$ cat src/rtl/uart_tx_frame_pkg.sv
`default_nettype none
// ============================================================================
// Module   : uart_pkg
// Purpose  : Shared types and line-level constants for the UART transmitter.
// Revision : 1.0 - initial release
// ============================================================================
package uart_pkg;

  // Transmitter frame phases; 3-bit encoding leaves room for PARITY.
  typedef enum logic [2:0] {
    IDLE   = 3'd0,
    START  = 3'd1,
    DATA   = 3'd2,
    PARITY = 3'd3,
    STOP   = 3'd4
  } tx_state_t;

  localparam logic UART_START_BIT  = 1'b0;
  localparam logic UART_STOP_BIT   = 1'b1;
  localparam logic UART_IDLE_LEVEL = 1'b1;

endpackage
`default_nettype wire

$ cat src/rtl/uart_tx_frame_if.sv
`default_nettype none
// ============================================================================
// Module   : uart_tx_frame_if
// Purpose  : Byte handshake and serial-line bundle for the UART transmitter.
//            master = byte producer, slave = transmitter.
// Revision : 1.0 - initial release
// ============================================================================
interface uart_tx_frame_if #(
  parameter int DATA_BITS = 8
);
  logic                 tx_valid;
  logic [DATA_BITS-1:0] tx_data;
  logic                 tx_ready;
  logic                 serial_out;
  logic                 tx_busy;
  logic                 frame_done;

  modport master (
    output tx_valid, tx_data,
    input  tx_ready, serial_out, tx_busy, frame_done
  );

  modport slave (
    input  tx_valid, tx_data,
    output tx_ready, serial_out, tx_busy, frame_done
  );
endinterface
`default_nettype wire

$ cat src/rtl/uart_tx_frame_bit_timer.sv
`default_nettype none
// ============================================================================
// Module   : uart_bit_timer
// Purpose  : Free-running bit-period counter; bit_tick marks the last clock of
//            each CLKS_PER_BIT period. Synchronous clear beats enable.
// Revision : 1.0 - initial release
// ============================================================================
module uart_bit_timer #(
  parameter int CLKS_PER_BIT = 10
) (
  input  logic clk,
  input  logic rst,
  input  logic clear,
  input  logic enable,
  output logic bit_tick
);
  localparam int CW = (CLKS_PER_BIT > 2) ? $clog2(CLKS_PER_BIT) : 1;
  localparam logic [CW-1:0] C_LAST = CW'(CLKS_PER_BIT - 1);

  logic [CW-1:0] cnt_q, cnt_d;

  assign bit_tick = (cnt_q == C_LAST);

  // Next count: clear wins, otherwise count and wrap on the tick.
  always_comb begin
    cnt_d = cnt_q;
    if (clear) begin
      cnt_d = '0;
    end else if (enable) begin
      cnt_d = bit_tick ? '0 : cnt_q + 1'b1;
    end
  end

  // Counter register with synchronous reset.
  always_ff @(posedge clk) begin
    if (rst) cnt_q <= '0;
    else     cnt_q <= cnt_d;
  end
endmodule
`default_nettype wire

$ cat src/rtl/uart_tx_frame.sv
`default_nettype none
// ============================================================================
// Module   : uart_tx_frame
// Purpose  : LSB-first UART transmitter: start, DATA_BITS data, optional even
//            parity, stop. Build option: UART_TX_PARITY_EN adds parity bit.
// Revision : 1.0 - initial release
// ============================================================================
module uart_tx_frame
  import uart_pkg::*;
#(
  parameter int CLKS_PER_BIT = 10,
  parameter int DATA_BITS    = 8
) (
  input  logic            clk,
  input  logic            rst,
  uart_tx_frame_if.slave  bus
);
  localparam int BCW = $clog2(DATA_BITS + 1);
  localparam logic [BCW-1:0] C_LAST_BIT = BCW'(DATA_BITS - 1);

  localparam logic [2:0] S_IDLE   = IDLE;
  localparam logic [2:0] S_START  = START;
  localparam logic [2:0] S_DATA   = DATA;
`ifdef UART_TX_PARITY_EN
  localparam logic [2:0] S_PARITY = PARITY;
`endif
  localparam logic [2:0] S_STOP   = STOP;

  logic [2:0]           state_q, state_d;
  logic [DATA_BITS-1:0] shift_q, shift_d;
  logic [BCW-1:0]       bit_cnt_q, bit_cnt_d;
  logic                 serial_q, serial_d;
  logic                 bit_tick;
  logic                 handshake;
`ifdef UART_TX_PARITY_EN
  logic                 parity_q, parity_d;
`endif

  assign handshake = bus.tx_valid && (state_q == S_IDLE);

  uart_bit_timer #(.CLKS_PER_BIT(CLKS_PER_BIT)) u_bit_timer (
    .clk      (clk),
    .rst      (rst),
    .clear    (handshake),
    .enable   (state_q != S_IDLE),
    .bit_tick (bit_tick)
  );

  // Frame sequencing; serial level is derived from the next state so the
  // line switches on the same edge as the state, with no input-to-output path.
  always_comb begin
    state_d   = state_q;
    shift_d   = shift_q;
    bit_cnt_d = bit_cnt_q;
    case (state_q)
      S_IDLE: begin
        if (handshake) begin
          state_d = S_START;
          shift_d = bus.tx_data;
        end
      end
      S_START: begin
        if (bit_tick) begin
          state_d   = S_DATA;
          bit_cnt_d = '0;
        end
      end
      S_DATA: begin
        if (bit_tick) begin
          shift_d = shift_q >> 1;
          if (bit_cnt_q == C_LAST_BIT) begin
`ifdef UART_TX_PARITY_EN
            state_d = S_PARITY;
`else
            state_d = S_STOP;
`endif
          end else begin
            bit_cnt_d = bit_cnt_q + 1'b1;
          end
        end
      end
`ifdef UART_TX_PARITY_EN
      S_PARITY: begin
        if (bit_tick) state_d = S_STOP;
      end
`endif
      S_STOP: begin
        if (bit_tick) state_d = S_IDLE;
      end
      default: state_d = S_IDLE;
    endcase

    case (state_d)
      S_START:  serial_d = UART_START_BIT;
      S_DATA:   serial_d = shift_d[0];
`ifdef UART_TX_PARITY_EN
      S_PARITY: serial_d = parity_q;
`endif
      S_STOP:   serial_d = UART_STOP_BIT;
      default:  serial_d = UART_IDLE_LEVEL;
    endcase
  end

`ifdef UART_TX_PARITY_EN
  // Even parity of the byte, captured with the byte at the handshake.
  always_comb begin
    parity_d = parity_q;
    if (handshake) parity_d = ^bus.tx_data;
  end

  // Parity register with synchronous reset.
  always_ff @(posedge clk) begin
    if (rst) parity_q <= 1'b0;
    else     parity_q <= parity_d;
  end
`endif

  // Main state, data and line registers.
  always_ff @(posedge clk) begin
    if (rst) begin
      state_q   <= S_IDLE;
      shift_q   <= '0;
      bit_cnt_q <= '0;
      serial_q  <= UART_IDLE_LEVEL;
    end else begin
      state_q   <= state_d;
      shift_q   <= shift_d;
      bit_cnt_q <= bit_cnt_d;
      serial_q  <= serial_d;
    end
  end

  assign bus.serial_out = serial_q;
  assign bus.tx_ready   = (state_q == S_IDLE);
  assign bus.tx_busy    = (state_q != S_IDLE);
  assign bus.frame_done = (state_q == S_STOP) && bit_tick;
endmodule
`default_nettype wire

$ cat src/flat_wrapper.sv
// flat-port wrapper written by rule: the top's interface ports become plain ports
module uart_tx_frame_flat import uart_pkg::*;
#(
  parameter int CLKS_PER_BIT = 10,
  parameter int DATA_BITS    = 8
)
  (clk, rst, bus_tx_valid, bus_tx_data, bus_tx_ready, bus_serial_out, bus_tx_busy, bus_frame_done);
  uart_tx_frame_if #(.DATA_BITS(DATA_BITS)) bus_i ();
  input  logic clk;
  input  logic rst;
  input wire logic [$bits(bus_i.tx_valid)-1:0] bus_tx_valid;
  input wire logic [$bits(bus_i.tx_data)-1:0] bus_tx_data;
  output wire logic [$bits(bus_i.tx_ready)-1:0] bus_tx_ready;
  output wire logic [$bits(bus_i.serial_out)-1:0] bus_serial_out;
  output wire logic [$bits(bus_i.tx_busy)-1:0] bus_tx_busy;
  output wire logic [$bits(bus_i.frame_done)-1:0] bus_frame_done;
  assign bus_i.tx_valid = bus_tx_valid;
  assign bus_i.tx_data = bus_tx_data;
  assign bus_tx_ready = bus_i.tx_ready;
  assign bus_serial_out = bus_i.serial_out;
  assign bus_tx_busy = bus_i.tx_busy;
  assign bus_frame_done = bus_i.frame_done;
  uart_tx_frame #(.CLKS_PER_BIT(CLKS_PER_BIT), .DATA_BITS(DATA_BITS)) u_core (.clk(clk), .rst(rst), .bus(bus_i));
endmodule
$ cat config.mk
export PLATFORM = sky130hd
export DESIGN_NAME = uart_tx_frame_flat
export DESIGN_NICKNAME = d
export VERILOG_FILES = /design/src/rtl/uart_tx_frame_pkg.sv /design/src/rtl/uart_tx_frame_if.sv /design/src/rtl/uart_tx_frame_bit_timer.sv /design/src/rtl/uart_tx_frame.sv /design/src/flat_wrapper.sv
export SDC_FILE = /design/constraint.sdc
export NUM_CORES = 1
export LEC_CHECK = 0
export ABC_AREA = 1
export CORE_ASPECT_RATIO = 0.7
export CORE_MARGIN = 5
export CORE_UTILIZATION = 30
export DETAILED_ROUTE_END_ITERATION = 10
export GPL_ROUTABILITY_DRIVEN = 0
export PLACE_DENSITY_LB_ADDON = 0.15
export SLEW_MARGIN = 20
export SYNTH_ARGS = -nofsm -noshare
export SYNTH_HDL_FRONTEND = slang
export SYNTH_SLANG_ARGS = --single-unit
$ cat constraint.sdc
create_clock -name clk -period 1.3 [get_ports clk]
set_input_delay 0.26 -clock clk [delete_from_list [all_inputs] [get_ports clk]]
set_output_delay 0.26 -clock clk [all_outputs]
set_load 0.01 [all_outputs]
* Yosys cells after proc, flatten, opt, wreduce, memory -nomap -nowiden
Index checks and enable logic that the tools add are counted.
** Operators by class
- Add/sub/neg operators :: 2
- Equality and inequality tests :: 11
- Multiplexer cells :: 15
- Reductions and logical operators :: 9
** Operators with widths (number)
- 2-to-1 mux 4 bit :: 4
- 2-to-1 mux 8 bit :: 2
- case mux 8 bit (2 select lines) :: 1
- 2-to-1 mux 3 bit :: 5
- case mux 3 bit (4 select lines) :: 1
- adder 4 x 1 -> 4 bit (second input constant) :: 2
- case mux 4 bit (2 select lines) :: 1
- equality test 3 x 1 -> 1 bit (second input constant) :: 2
- equality test 3 x 2 -> 1 bit (second input constant) :: 2
- inequality test 2 x 1 -> 1 bit (second input constant) :: 3
- equality test 4 x 3 -> 1 bit (second input constant) :: 1
- equality test 4 bit (second input constant) :: 1
- AND reduction 4 bit :: 1
- nonzero test 2 bit :: 2
- equality test 3 bit (second input constant) :: 1
- zero test 3 bit :: 1
- AND reduction 3 bit :: 1
- nonzero test 3 bit :: 1
- logical AND 1 bit :: 2
- inequality test 2 bit (second input constant) :: 1
- case mux 1 bit (2 select lines) :: 1
- OR reduction 2 bit :: 1
** Word-level totals
- Bits in registers :: 20
- Input bits :: 11
- Output and inout port bits :: 4
- Word-level logic and storage cells :: 43

* Logic depth before layout (Yosys ltp)
Gate-level depths: netlist of run 1.
- Depth in word-level cells :: 6
- Gate-level depth with buffers :: 9
- Depth with buffers taken out :: 9

* Modules after synthesis
From an unflattened synthesis of run 1, not the netlist that was laid out.
** Second synthesis, totals
- Cell total of the unflattened synthesis :: 147
- Area total of the unflattened synthesis :: 1026.0 µm²
** Modules (own cells, without submodules)
- uart_tx_frame :: times used 1, cells an instance 116, area an instance 820.8 µm²
- uart_bit_timer :: times used 1, cells an instance 31, area an instance 205.2 µm²

* Least setup slack after synthesis of run 1
Ideal clock, no wire load.
- Path type :: reg2reg
- Start :: register u_core.bit_cnt_q[0]
- End :: register u_core.bit_cnt_q[3]
- Setup time :: 0.071 ns
- Arrival time :: 1.072 ns
- Data required time :: 1.229 ns
- Path slack :: 0.158 ns
- Cell stages (with the launch flop) :: 9
- Path buffers :: 0
- Clock period less this slack :: 1.142 ns
- Cells stage by stage :: dfxtp_1 ha_1 nand3_1 inv_1 nand2_1 nand3_2 inv_1 nand2_1 a21oi_1
** On the way
- Cells in the longest elaborated chain, start to end :: 4
- Elaborated cells on any way between the ends :: 7
** RTL lines
- start: declaration :: RTL line uart_tx_frame.sv:31 : logic [BCW-1:0] bit_cnt_q, bit_cnt_d;
- start signal: assignment :: RTL line uart_tx_frame.sv:128 : bit_cnt_q <= bit_cnt_d;
- adder 4 x 1 -> 4 bit :: RTL line uart_tx_frame.sv:78 : bit_cnt_d = bit_cnt_q + 1'b1;
- 2-to-1 mux 4 bit :: RTL line uart_tx_frame.sv:71 : if (bit_cnt_q == C_LAST_BIT) begin
- 2-to-1 mux 4 bit :: RTL line uart_tx_frame.sv:69 : if (bit_tick) begin
- case mux 4 bit (2 select lines) :: RTL line uart_tx_frame.sv:55 : case (state_q)
Several ways; a longest one is shown, not always the timed one. The select of a mux whose other input is x is not followed.
A chain may end at the register's enable or synchronous reset.

* Final worst setup path of run 1
- Start :: register u_core.u_bit_timer.cnt_q[0]
- End :: output bus_frame_done
** On the way
- Cells in the longest elaborated chain, start to end :: 2
** RTL lines
- start: declaration :: RTL line uart_tx_frame_bit_timer.sv:20 : logic [CW-1:0] cnt_q, cnt_d;
- start signal: assignment :: RTL line uart_tx_frame_bit_timer.sv:37 : else cnt_q <= cnt_d;
- equality test 4 bit :: RTL line uart_tx_frame_bit_timer.sv:22 : assign bit_tick = (cnt_q == C_LAST);
- logical AND 1 bit :: RTL line uart_tx_frame.sv:136 : assign bus.frame_done = (state_q == S_STOP) && bit_tick;
- end: declaration :: RTL line flat_wrapper.sv:16 : output wire logic [$bits(bus_i.frame_done)-1:0] bus_frame_done;
Every way passes these cells.

==> metrics.yaml, run 1 <==
status:
  status: "finished, violations left"
  violations: "negative setup slack"
grt:
  antenna_found_initial: 0
  grt_pass1_wl_um: 3629
  grt_max_degree: 15
  grt_pass1_vias: 862
  grt-ovfl-total: 0
  grt_usage_pct: 10.07
synth:
  syn_inst: 136
  synth_nets: 148
  syn_area_um2: 963.4
  ys.warnings.count: 0
  seq_area_frac_synth_pct: 41.56
  synth-seq-cells: 20
  ys_types: 23
  syn_avg_cell_area_um2: 7.084
route:
  first_pass_iters: 4
  drt-initial-drc-count: 38
  vias: 952
  drtAntennaViolNets: 0
  dr_wl_met3_um: 97
  maxUsedRoutingLayer: "met4"
  wl_met2_um: 1040
  drt_wl_total_um: 2308
  drt-wirelength-per-cell_um: 11.04
  via_per_inst: 4.555
  drc_errors: 0
  met1_length_um: 1152
layout:
  fin_nets: 185
  drive_above_1_share_pct: 45.03
  final_common_cell: "nand2_1"
  mostFrequentLayoutCells: "nand2_1 (23), buf_4 (15), a21oi_1 (13), dfxtp_1 (13), clkdlybuf4s50_1 (10)"
  fin_cells: 209
  fillCellCount: 322
  antenna_cells: 0
  syn2layout_area_growth_pct: 52.34
critical_path:
  worstSetupPathType: "flip-flop to primary output"
  rrSetupSlack_ns: 0.05
  crit_path_start_kind: "flip-flop"
  cp.required_ns: 1.04
  critPathMaxFanout: 5
  reg2reg_to: "u_core.shift_q[4]$_SDFFE_PP0P_"
  worst_ep_arrival_time_ns: 1.06
  endpoint_kind: "primary output"
  reg2regPathDepth: 7
  r2r-start: "u_core.state_q[0]$_SDFF_PP0_"
sta:
  period_share_pct: 101.5
  max_freq_ghz: 0.7581
  worst_slack_ns: -0.01905
  fin_skew_ns: 0.001673
  finalSetupViolations: 1
  fin_setup_tns_ns: -0.01905
  tightest_slew_ns: 0.1871
  slew_violations: 0
  relSlewSlack_pct: 87.53
  hold_violations: 0
  period_needed_ns: 1.319
  rsz0062_at_grt: "yes"
floorplanning:
  start_util_pct: 30.81
  die_x_um: 77.73
  die_h_um: 57.41
  coreArea_um2: 3127
  ios: 15
  rows: 17
  die_area_um2: 4462
pwr:
  irDropWorstVdd_mv: 0.5909
  leakage_nw: 0.6199
  p_per_area_nw_per_um2: 864.8
  finalPower_w: 0.001269
min_path:
  worstHoldPathCells: 2
  hold_end: "u_core.shift_q[1]$_SDFFE_PP0P_"
  hp-class: "flip-flop to flip-flop"
  hold_start: "u_core.shift_q[1]$_SDFFE_PP0P_"
clock_network:
  path_clk_slew_ns: 0.07
  cts_made_buffers: 3
  cts_tree: "done"
  cts_hold_buf: 0
  insertion_delay_ns: 0.25
  clockBufferDepth: 2
  cts.sinks: 20
  root_buffer: "clkbuf_8"
  htreeDepth: 1
place:
  place_inst: 204
  numPortBuffers: 14
  hpwl_um: 1722
run:
  max_cap_violations: 0
cells in the mapped netlist:
master | n | area [um2]
inv_1 | 16 | 60.06
nand2_2 | 1 | 6.260
nand2_4 | 1 | 11.26
a211oi_1 | 1 | 7.510
a21oi_1 | 18 | 90.09
or2_0 | 1 | 6.260
ha_1 | 1 | 12.51
nand3_1 | 9 | 45.04
o21ai_2 | 1 | 8.760
dfxtp_1 | 20 | 400.4
nand3_2 | 2 | 20.02
nor2_1 | 14 | 52.55
inv_2 | 3 | 11.26
nor2_4 | 3 | 33.78
clkbuf_1 | 1 | 3.750
o21ai_0 | 4 | 20.02
and3_2 | 1 | 7.510
xnor2_1 | 1 | 8.760
nand2_1 | 33 | 123.9
o22ai_1 | 1 | 6.260
xor2_1 | 1 | 8.760
a31oi_1 | 1 | 6.260
nand4_1 | 2 | 12.51
through the flow:
step | setup slack (ns) | area, um2 | util, % | hold WS, ns
final | -0.01905 | 1468 | 46.94 | 0.4623
after global routing | -0.1170 | 1468 | 46.94 | 0.4891
after global placement | -0.1877 | 1275 | 40.78 | 0.4524
after floorplan | 0.1579 | 963.4 | - | 0.3291
after CTS | -0.06017 | 1320 | 42.22 | 0.4702
after detailed placement | -0.2118 | 1275 | 40.78 | 0.4596
area by class of cell:
cell class / instances / area (um2) / area share (%)
multi-input cells: 96 / 604.3 / 41.18
flip-flops and latches: 20 / 411.6 / 28.05
repair buffers: 33 / 281.5 / 19.18
inverters: 19 / 81.33 / 5.541
well taps: 38 / 47.55 / 3.240
clock buffers: 3 / 41.29 / 2.813
cells by family after synthesis:
group	after synthesis	share of synthesized area, %
AO/OA/AOI/OAI	26	14.42
XOR/XNOR	2	1.819
adder cells (fa/ha/maj)	1	1.298
buffers and inverters	20	7.792
flip-flops	20	41.56
AND/OR/NAND/NOR	67	33.12
worst max path at each step:
| stage | start | endpoint | depth (start not counted) |
|---|---|---|---|
| after CTS | u_core.u_bit_timer.cnt_q[2]$_SDFFE_PP0N_ | bus_frame_done | 6 |
| after global placement | bus_tx_valid | u_core.bus.serial_out$_SDFF_PP1_ | 7 |
| after detailed placement | u_core.u_bit_timer.cnt_q[3]$_SDFFE_PP0N_ | bus_frame_done | 5 |
| after floorplan | u_core.bit_cnt_q[0]$_SDFFE_PP0P_ | u_core.bit_cnt_q[3]$_SDFFE_PP0P_ | 8 |
| final | u_core.u_bit_timer.cnt_q[0]$_SDFFE_PP0N_ | bus_frame_done | 5 |
| after global routing | u_core.u_bit_timer.cnt_q[1]$_SDFFE_PP0N_ | bus_frame_done | 6 |
critical path, cell delays in order (launching register included):
cell	delay, ns
dfxtp_4	0.37
nand2_2	0.07
nor2_4	0.11
inv_2	0.05
nor2_2	0.08
buf_2	0.13
registers in the layout, indices dropped and copies added (netlist names):
name                      count
u_core.bus.serial_out         1
u_core.bit_cnt_q              4
u_core.shift_q                8
u_core.u_bit_timer.cnt_q      4
u_core.state_q                3
metal layers:
| layer | global-route usage [%] | up-vias |
|---|---|---|
| met5 | 0 | - |
| met4 | 2.206 | 0 |
| met3 | 3.943 | 2 |
| met2 | 16.17 | 16 |
| met1 | 12.77 | 426 |
| li1 | - | 508 |
power by group:
group / total, W / leakage, nW / internal (W) / switching [W]
combinational: 0.000220 / 0.432 / 0.000111 / 0.000109
sequential: 0.000653 / 0.167 / 0.000637 / 0.0000162
clock: 0.000396 / 0.0216 / 0.000206 / 0.000190
total: 0.00127 / 0.620 / 0.000954 / 0.000315
what timing repair did:
action / in CTS / in global routing
pin swaps: 1 / 17
buffers inserted: 0 / 2
setup endpoints to repair: 10 / 14
gates resized for setup: 18 / 51
(Power assumes the default switching activity.)
==> run 2, diff against run 1 <==
- TNS_END_PERCENT: default -> 100
==> results of run 2 <==
The final DEF is identical to that of run 1; final timing and power are the same.
